$ cat config.mk
export PLATFORM = sky130hd
export DESIGN_NAME = booth8_iter_multiplier
export DESIGN_NICKNAME = d
export VERILOG_FILES = /design/src/rtl/booth8_pkg.sv /design/src/rtl/booth8_digit_select.sv /design/src/rtl/booth8_iter_multiplier.sv
export SDC_FILE = /design/constraint.sdc
export NUM_CORES = 1
export LEC_CHECK = 0
export CAP_MARGIN = 20
export CELL_PAD_IN_SITES_DETAIL_PLACEMENT = 1
export CELL_PAD_IN_SITES_GLOBAL_PLACEMENT = 1
export CORE_ASPECT_RATIO = 1.25
export CORE_MARGIN = 3
export CORE_UTILIZATION = 44
export CTS_BUF_LIST = sky130_fd_sc_hd__clkbuf_4 sky130_fd_sc_hd__clkbuf_8 sky130_fd_sc_hd__clkbuf_16
export CTS_CLUSTER_DIAMETER = 40
export DETAILED_ROUTE_END_ITERATION = 7
export GPL_TIMING_DRIVEN = 0
export PLACE_DENSITY = 0.78
export SYNTH_ARGS = -nofsm -noshare
export SYNTH_HDL_FRONTEND = slang
export SYNTH_SLANG_ARGS = --single-unit
export TNS_END_PERCENT = 30
$ cat constraint.sdc
create_clock -name clk -period 9.6 [get_ports clk]
set_clock_uncertainty 0.05 [all_clocks]
set_input_delay 1.44 -clock clk [delete_from_list [all_inputs] [get_ports clk]]
set_output_delay 1.44 -clock clk [all_outputs]
set_load 0.02 [all_outputs]
$ cat src/rtl/booth8_pkg.sv
// Shared types and constants for the iterative radix-8 Booth mantissa multiplier.
package booth8_pkg;

  localparam int MANT_W      = 11;
  localparam int PROD_W      = 2 * MANT_W;
  // Four guard bits hold the signed partial sums without wrapping.
  localparam int ACC_W       = PROD_W + 4;
  localparam int BF16_MANT_W = 8;

  localparam int FP16_DIGITS = 4;
  localparam int BF16_DIGITS = 3;

  typedef enum logic [1:0] {
    IDLE = 2'd0,
    RUN  = 2'd1,
    DONE = 2'd2
  } state_t;

  // Radix-8 Booth digit, value range -4..+4.
  typedef logic signed [3:0] booth_digit_t;

  // Window is {b[3i+2], b[3i+1], b[3i], b[3i-1]}; value = -4*w3 + 2*w2 + w1 + w0.
  function automatic booth_digit_t booth_digit(input logic [3:0] win);
    booth_digit_t d;
    d = 4'sd0 - (win[3] ? 4'sd4 : 4'sd0)
              + (win[2] ? 4'sd2 : 4'sd0)
              + (win[1] ? 4'sd1 : 4'sd0)
              + (win[0] ? 4'sd1 : 4'sd0);
    return d;
  endfunction

endpackage

$ cat src/rtl/booth8_digit_select.sv
// Decodes one radix-8 Booth window and returns the matching multiple of A
// (0, +-A, +-2A, +-3A, +-4A) as a sign-extended two's-complement value.
module booth8_digit_select #(
  parameter int MANT_W = booth8_pkg::MANT_W,
  parameter int ACC_W  = booth8_pkg::ACC_W
) (
  input  logic [3:0]              win,
  input  logic [MANT_W-1:0]       a,
  output logic signed [ACC_W-1:0] mult
);
  import booth8_pkg::booth_digit_t;
  import booth8_pkg::booth_digit;

  booth_digit_t      digit;
  logic [2:0]        digit_abs;
  logic [MANT_W+1:0] a1;
  logic [MANT_W+1:0] a2;
  logic [MANT_W+1:0] a3;
  logic [MANT_W+1:0] a4;
  logic [ACC_W-1:0]  mag;

  assign digit     = booth_digit(win);
  assign digit_abs = digit[3] ? 3'(-digit) : 3'(digit);

  // Unsigned multiples fit in MANT_W+2 bits; 3A is the only one needing an adder.
  assign a1 = {2'b00, a};
  assign a2 = {1'b0, a, 1'b0};
  assign a3 = a1 + a2;
  assign a4 = {a, 2'b00};

  // Pick the magnitude, zero-extended to accumulator width.
  always_comb begin
    mag = '0;
    case (digit_abs)
      3'd1:    mag = ACC_W'(a1);
      3'd2:    mag = ACC_W'(a2);
      3'd3:    mag = ACC_W'(a3);
      3'd4:    mag = ACC_W'(a4);
      default: mag = '0;
    endcase
  end

  // Negative digits use invert-plus-one negation of the full-width magnitude.
  assign mult = digit[3] ? signed'(~mag + ACC_W'(1)) : signed'(mag);

endmodule

$ cat src/rtl/booth8_iter_multiplier.sv
// Iterative radix-8 Booth multiplier: accepts one unsigned mantissa pair,
// adds one shifted Booth multiple per cycle and offers the product on a
// valid/ready output. BF16 mode uses only the low 8 bits and three digits.
module booth8_iter_multiplier #(
  parameter int MANT_W = booth8_pkg::MANT_W,
  parameter int PROD_W = booth8_pkg::PROD_W
) (
  input  logic              clk,
  input  logic              rst,
  input  logic              in_valid,
  output logic              in_ready,
  input  logic [MANT_W-1:0] mant_a,
  input  logic [MANT_W-1:0] mant_b,
  input  logic              mode,
  output logic              out_valid,
  input  logic              out_ready,
  output logic [PROD_W-1:0] product
);
  import booth8_pkg::state_t;
  import booth8_pkg::IDLE;
  import booth8_pkg::RUN;
  import booth8_pkg::DONE;
  import booth8_pkg::FP16_DIGITS;
  import booth8_pkg::BF16_DIGITS;
  import booth8_pkg::BF16_MANT_W;

  localparam int         ACC_W     = PROD_W + 4;
  localparam logic [1:0] LAST_FP16 = 2'(FP16_DIGITS - 1);
  localparam logic [1:0] LAST_BF16 = 2'(BF16_DIGITS - 1);

  state_t                  state_q, state_d;
  logic [1:0]              cnt_q, cnt_d;
  logic signed [ACC_W-1:0] acc_q, acc_d;
  logic [MANT_W-1:0]       a_q, a_d;
  logic [MANT_W-1:0]       b_q, b_d;
  logic                    mode_q, mode_d;

  logic [MANT_W+1:0]       b_ext;
  logic [3:0]              win;
  logic signed [ACC_W-1:0] mult;
  logic signed [ACC_W-1:0] mult_sh;
  logic [1:0]              last_cnt;

  // Implicit zero below bit 0 and above the MSB keeps the top digit non-negative.
  assign b_ext    = {1'b0, b_q, 1'b0};
  assign win      = b_ext[3*cnt_q +: 4];
  assign mult_sh  = mult << (3*cnt_q);
  assign last_cnt = mode_q ? LAST_BF16 : LAST_FP16;

  booth8_digit_select #(
    .MANT_W(MANT_W),
    .ACC_W (ACC_W)
  ) u_digit_select (
    .win (win),
    .a   (a_q),
    .mult(mult)
  );

  assign in_ready  = !rst && (state_q == IDLE);
  assign out_valid = (state_q == DONE);
  assign product   = acc_q[PROD_W-1:0];

  // Next-state logic: accept in IDLE, one digit per cycle in RUN, hold in DONE.
  always_comb begin
    state_d = state_q;
    cnt_d   = cnt_q;
    acc_d   = acc_q;
    a_d     = a_q;
    b_d     = b_q;
    mode_d  = mode_q;
    case (state_q)
      IDLE: begin
        if (in_valid && in_ready) begin
          a_d     = mode ? {{(MANT_W-BF16_MANT_W){1'b0}}, mant_a[BF16_MANT_W-1:0]} : mant_a;
          b_d     = mode ? {{(MANT_W-BF16_MANT_W){1'b0}}, mant_b[BF16_MANT_W-1:0]} : mant_b;
          mode_d  = mode;
          cnt_d   = '0;
          acc_d   = '0;
          state_d = RUN;
        end
      end
      RUN: begin
        acc_d = acc_q + mult_sh;
        cnt_d = cnt_q + 2'd1;
        if (cnt_q == last_cnt) begin
          state_d = DONE;
        end
      end
      DONE: begin
        if (out_ready) begin
          state_d = IDLE;
        end
      end
      default: state_d = IDLE;
    endcase
  end

  // State register with synchronous reset that aborts any transaction in flight.
  always_ff @(posedge clk) begin
    if (rst) begin
      state_q <= IDLE;
      cnt_q   <= '0;
      acc_q   <= '0;
      a_q     <= '0;
      b_q     <= '0;
      mode_q  <= 1'b0;
    end else begin
      state_q <= state_d;
      cnt_q   <= cnt_d;
      acc_q   <= acc_d;
      a_q     <= a_d;
      b_q     <= b_d;
      mode_q  <= mode_d;
    end
  end

endmodule

After elaboration in Yosys (flattened, before gate mapping)

Cells that the tools add are included.

$mul: 1
$add $sub $neg: 9
Reductions and logical operators: 8
Magnitude comparators: 0
Equality and inequality tests: 10
Bitwise gates (word level): 1
Multiplexer cells: 18
Shift operators: 2
Div/mod/pow operators: 0

Operator list:

| operator                                            | count |
|---|---|
| two-way mux 26 bit                                  | 2 |
| one-hot mux 13 bit (4 select lines)                 | 1 |
| one-hot mux 26 bit (2 select lines)                 | 1 |
| adder 26 x 1 -> 26 bit, second input constant       | 1 |
| adder 26 bit                                        | 1 |
| inverter 13 -> 26 bit                               | 1 |
| << shifter 26 x 4 -> 26 bit                         | 1 |
| two-way mux 11 bit                                  | 2 |
| adder 11 x 12 -> 13 bit                             | 1 |
| variable part select 13 x 5 -> 4 bit                | 1 |
| two-way mux 2 bit                                   | 5 |
| adder 4 bit                                         | 2 |
| equality test 3 x 2 -> 1 bit, second input constant | 2 |
| two-way mux 3 bit                                   | 2 |
| one-hot mux 2 bit (3 select lines)                  | 1 |
| adder 4 x 2 -> 4 bit                                | 1 |
| multiplier 2 x 2 -> 4 bit, first input constant     | 1 |
| != test 2 x 1 -> 1 bit, second input constant       | 2 |
| one-hot mux 2 bit (2 select lines)                  | 1 |
| AND reduction 2 bit                                 | 2 |
| subtractor 1 x 4 -> 4 bit, first input constant     | 1 |
| equality test 3 x 1 -> 1 bit, second input constant | 1 |
| equality test 3 bit, second input constant          | 1 |
| two-way mux 1 bit                                   | 3 |
| 11 further kinds                                    | 12 |

Logic and storage cells: 55
Memories kept: 0
Flip-flop bits (word level): 53
Memory bits (read-only): 0
Output and inout bits: 24
Memory bits (writable): 0
Latch bits: 0
Input port bits: 27

Longest topological paths before layout

Depth after elaboration: 17
Mapped depth: 43
Depth with buffers taken out: 37

By module

A second synthesis with hierarchy kept.

Cell total of the unflattened synthesis: 730
Area total of the unflattened synthesis: 5514.0 µm²

By module, submodules not included:

| module                 | seq. area each (µm²) | area each (µm²) | cells each | instances |
|---|---|---|---|---|
| booth8_iter_multiplier | 980.9                | 3962.6          | 515        | 1 |
| booth8_digit_select    | 0.0                  | 1551.5          | 215        | 1 |

Worst setup path after synthesis

OpenSTA, ideal clock, no wires.

Kind: register to register
Start point: reg cnt_q[0]
End point: reg acc_q[21]
Library setup time: 0.070 ns
Required time: 9.480 ns
Path buffers: 7
Slack: 1.099 ns
Period minus slack after synthesis: 8.501 ns
Data arrival time: 8.380 ns
Cell stages (with the launch flop): 43
Cell sequence: dfxtp_1 clkbuf_1 clkinv_1 buf_1 clkbuf_1 ha_1 clkbuf_1 clkbuf_1 clkbuf_1 mux2i_1 nor2_1 a31oi_1 o22ai_1 ha_1 inv_1 ha_1 xnor2_4 buf_6 [7 not listed] xor2_1 nor2_1 o31a_1 mux2i_1 o22ai_1 ha_1 and2_1 a221oi_1 o21ai_0 o211ai_1 a311o_1 o21ai_0 o21a_1 o21ai_0 nand2b_1 and4_4 or4_1 a21oi_1

Word-level cells in the longest chain between the ends: 17
Elaborated cells on any way between the ends: 23
Those cells by class: 7 x add/sub; 1 x mul; 4 x eq/ne; 2 x shift; 8 x mux; 1 x bitwise

RTL lines:

| item                                        | RTL line                                                   | RTL |
|---|---|---|
| from (decl)                                 | booth8_iter_multiplier.sv:32                               | `logic [1:0] cnt_q, cnt_d;` |
| from (signal assigned)                      | booth8_iter_multiplier.sv:109                              | `cnt_q <= cnt_d;` |
| multiplier 2 x 2 -> 4 bit *                 | booth8_iter_multiplier.sv:46, booth8_iter_multiplier.sv:47 |  |
| variable part select 13 x 5 -> 4 bit        | booth8_iter_multiplier.sv:46                               | `assign win = b_ext[3*cnt_q +: 4];` |
| two-way mux 3 bit                           | booth8_pkg.sv:25                                           | `d = 4'sd0 - (win[3] ? 4'sd4 : 4'sd0)` |
| subtractor 1 x 4 -> 4 bit                   | booth8_pkg.sv:25                                           |  |
| adder 4 bit                                 | booth8_pkg.sv:26                                           | `+ (win[2] ? 4'sd2 : 4'sd0)` |
| adder 4 bit                                 | booth8_pkg.sv:27                                           | `+ (win[1] ? 4'sd1 : 4'sd0)` |
| adder 4 x 2 -> 4 bit                        | booth8_pkg.sv:28                                           | `+ (win[0] ? 4'sd1 : 4'sd0);` |
| negation 3 bit                              | booth8_digit_select.sv:23                                  | `assign digit_abs = digit[3] ? 3'(-digit) : 3'(digit);` |
| two-way mux 3 bit                           | booth8_digit_select.sv:23                                  |  |
| equality test 3 bit (tied with other cells) | booth8_digit_select.sv:34                                  | `case (digit_abs)` |
| one-hot mux 13 bit (4 select lines)         | booth8_digit_select.sv:34                                  |  |
| inverter 13 -> 26 bit                       | booth8_digit_select.sv:44                                  | `assign mult = digit[3] ? signed'(~mag + ACC_W'(1)) : signed'(mag);` |
| adder 26 x 1 -> 26 bit                      | booth8_digit_select.sv:44                                  |  |
| two-way mux 26 bit                          | booth8_digit_select.sv:44                                  |  |
| << shifter 26 x 4 -> 26 bit *               | booth8_iter_multiplier.sv:47                               | `assign mult_sh = mult << (3*cnt_q);` |
| adder 26 bit *                              | booth8_iter_multiplier.sv:83                               | `acc_d = acc_q + mult_sh;` |
| one-hot mux 26 bit (2 select lines) *       | booth8_iter_multiplier.sv:71                               | `case (state_q)` |
| to (signal assigned)                        | booth8_iter_multiplier.sv:103                              | `acc_q <= '0;` |
| to (signal assigned)                        | booth8_iter_multiplier.sv:110                              | `acc_q <= acc_d;` |
| to (decl)                                   | booth8_iter_multiplier.sv:33                               | `logic signed [ACC_W-1:0] acc_q, acc_d;` |

Mark *: on every way between the ends. The rest lies on a longest branch, timed or not.
A chain may end at the register's enable or synchronous reset.

Final worst setup path

Ends and elaborated chain as after synthesis.

==> run_results.csv <==
group,metric,value,unit
die,rows,45,
worst_setup_path,max_stage_delay,0.44,ns
worst_setup_path,rr_endpoint,"acc_q[21]$_SDFFE_PP0P_",
grt,grt_use_total,27.4,%
sta,hold_violations,0,
grt,grt_pass1_vias,6265,
power_and_ir_drop,finalPower,0.00131,W
worst_setup_path,worst-r2r-setup-slack,0.50,ns
grt,grt_max_degree,16,
die,die-area,14300,um^2
cts,clkSinkCount,49,
yosys,synth_area_leaders,"dfxtp_1, ha_1, nand2_1",
yosys,ys_types,85,
yosys,postSynth.asyncResetShare,0,%
grt,grt_pass1_wl,32100,um
drt,wl_per_cell,20.1,um
yosys,ys_top_cells_by_count,"nand2_1, a21oi_1, nor2_1, dfxtp_1, ha_1",
yosys,synth_nets,827,
die,die_w,108,um
final_layout,area_growth,17.9,%
worst_setup_path,crit_slowest_cell,"a211oi_1",
power_and_ir_drop,p_per_area,196,nW/um^2
yosys,synth-seq-area-share,17.3,%
cts,cts-root-buf,"clkbuf_16",
status,status,"finished, final reports clean",
sta,period_needed,9.10,ns
yosys,yosysMostFrequentCell,"nand2_1",
cts,cts_max_level,2,
yosys,ys_seq_elements,49,
grt,grt_overflow_total,0,
cts,clk_path_buf_depth,2,
run,maxCapViolations,0,
yosys,syn_area,5680,um^2
drt,vias,5971,
worst_setup_path,ff2ff_path_depth,41,
yosys,synth.top_cell.area_share,17.3,%
die,coreArea,12400,um^2
drt,vias_per_cell,6.11,
power_and_ir_drop,irDropWorstVdd,0.0861,mV
final_layout,final_area,6700,um^2
die,fp.dieH,133,um
final_layout,num-fill-cells,1560,
yosys,yosys_warnings,0,
worst_setup_path,cp_common_cell,"clkbuf_4",
sta,tightest_slew,0.733,ns
drt,drt-total-wl,19600,um
sta,max-slew-margin-rel,51.2,%
yosys,synth_top_family_by_area,"compound AO/OA/AOI/OAI gates",
yosys,synth.avg_cell_area,7.55,um^2
worst_setup_path,crit_type,"register to register",
yosys,synth_compound_area_share,26.9,%
yosys,yosys.area_share.simple,25.5,%
drt,drc,0,
worst_setup_path,startpoint_type,"register",
cts,cts_tree,"built",
grt,antenna_found_initial,0,
cts,numCtsBuffers,5,
yosys,synthMuxAreaShare,8.20,%
cts,path_clk_slew,0.08,ns
drt,ant_nets,0,
final_layout,antennaDiodeCount,0,
cts,clock_latency,0.29,ns
min_path,hold_class,"register to register",
die,initial_utilization,45.8,%
placed_design,place_area,6380,um^2
worst_setup_path,critPathLaunch,"cnt_q[0]$_SDFFE_PP0P_",
worst_setup_path,cp_max_fo,11,
yosys,synth_xor_area_share,6.48,%
worst_setup_path,rr_startpoint,"cnt_q[0]$_SDFFE_PP0P_",
worst_setup_path,cp.arrival,9.28,ns
final_layout,layout-drive-gt1-share,8.48,%
placed_design,io_buffers,50,
worst_setup_path,worstSetupEndpointType,"register",
sta,max_freq,110,MHz
yosys,synth-edff-count,0,
power_and_ir_drop,leakage,2.67,nW
drt,drt_iter0_markers,202,
final_layout,nets,888,
sta,finalCritPeriodShare,94.8,%
placed_design,place_congestion,0.949,
worst_setup_path,crit_required,9.78,ns
yosys,post-synth-top-area-cell,"dfxtp_1",
yosys,synthCells,752,
drt,firstDrtPassIters,4,
die,ioPinCount,51,
yosys,ys.flop_type,"dfxtp_1",
placed_design,hpwl,15800,um
yosys,synth_fa_ha_area_share,10.8,%
sta,setup_viol,0,
worst_setup_path,cp-endpoint,"acc_q[21]$_SDFFE_PP0P_",
sta,finalMaxSlewViolations,0,
kinds of logic (layout without fill, tap and decap cells):
| kind of cell | after synthesis | in the layout |
|---|---|---|
| and+or+nand+nor | 291 | 291 |
| AOI/OAI and AO/OA | 217 | 217 |
| adders and majority gates | 48 | 48 |
| DFF | 49 | 49 |
| xor gates and xnor gates | 39 | 39 |
| muxes | 39 | 39 |
| buffers and inverters | 69 | 131 |
placed cells by master, fill, tap and decap left out, types with 7 or more instances in the layout:
| master | netlist | layout |
|---|---|---|
| xnor2_1 | 22 | 22 |
| and2_1 | 9 | 9 |
| a211oi_1 | 9 | 9 |
| nand3_1 | 35 | 35 |
| o211ai_1 | 10 | 10 |
| clkbuf_1 | 35 | 29 |
| o21ai_0 | 23 | 23 |
| inv_1 | 22 | 22 |
| nand2_1 | 95 | 95 |
| a31oi_1 | 9 | 9 |
| clkdlybuf4s50_1 | 0 | 50 |
| nor3_1 | 23 | 23 |
| nor2_1 | 59 | 59 |
| nor2b_1 | 7 | 7 |
| mux2i_1 | 27 | 26 |
| a21oi_1 | 69 | 69 |
| mux2_2 | 7 | 7 |
| a21o_1 | 11 | 11 |
| nand3b_1 | 21 | 21 |
| dfxtp_1 | 49 | 49 |
| xor2_1 | 15 | 14 |
| o21a_1 | 8 | 8 |
| ha_1 | 46 | 43 |
per-stage QoR:
stage                     hold slack (ns)  cells  TNS [ns]  utilization [%]  worst slack [ns]
final                               0.429    978         0             54.1             0.500
after global placement              0.413    966     -2.34             51.5            -0.908
after global routing                0.464    978   -0.0533             54.1           -0.0533
after floorplan                     0.398    752         0                -              1.10
after detailed placement            0.415    966     -3.96             51.5             -1.19
after CTS                           0.424    975         0             53.3            0.0631
worst min path at each step:
stage                         from                  end  slack, ns  cells past startpoint
2_1_floorplan  mode_q$_SDFFE_PP0P_  mode_q$_SDFFE_PP0P_       0.40                      2
3_3_place_gp   mode_q$_SDFFE_PP0P_  mode_q$_SDFFE_PP0P_       0.41                      2
3_5_place_dp   mode_q$_SDFFE_PP0P_  mode_q$_SDFFE_PP0P_       0.42                      2
4_1_cts        mode_q$_SDFFE_PP0P_  mode_q$_SDFFE_PP0P_       0.42                      2
5_1_grt        mode_q$_SDFFE_PP0P_  mode_q$_SDFFE_PP0P_       0.46                      2
6_report       mode_q$_SDFFE_PP0P_  mode_q$_SDFFE_PP0P_       0.43                      2
registers in the layout, indices dropped and copies added (netlist names):
register	flops
acc_q	22
a_q	11
b_q	11
cnt_q	2
state_q	2
mode_q	1
metal layers:
layer / global-route usage, % / share of wire (%) / vias up
met3: 2.88 / 2.3 / 49
met4: 13.5 / 5.0 / 0
met1: 30.1 / 40 / 2895
met5: 0 / 0 / -
li1: - / - / 2913
met2: 51.2 / 53 / 114
repair_timing:
item	in CTS	in global routing
endpoints found under the setup margin	11	4
gates resized for setup	10	19
hold buffers	0	0
setup buffers	2	3
pin swaps	1	4
power by group:
| group | internal [W] | switching (W) | total [W] |
|---|---|---|---|
| clock network | 0.000149 | 0.0000817 | 0.000231 |
| registers | 0.000225 | 0.0000255 | 0.000251 |
| logic | 0.000334 | 0.000497 | 0.000830 |
cell type report:
cell class / count / area, um^2 / share of cell area (%)
Tap cell: 164 / 205 / 3.06
Timing Repair Buffer: 55 / 538 / 8.04
Clock inverter: 3 / 65.1 / 0.972
Multi-Input combinational cell: 634 / 4490 / 67.1
Sequential cell: 49 / 981 / 14.7
Inverter: 25 / 95.1 / 1.42
Buffer: 43 / 196 / 2.93
Clock buffer: 5 / 125 / 1.87
worst max-delay path: cells and delay by family (launching register included):
kind                     cells  cell delay, ns
AO/OA/AOI/OAI               16            3.96
AND/OR/NAND/NOR              9            1.34
multiplexers                 3            0.57
flip-flops                   1            0.32
XOR/XNOR                     1            0.19
adder cells (fa/ha/maj)      4            1.06
buffers and inverters        8            1.54
Power figures use the tool's default switching activity.
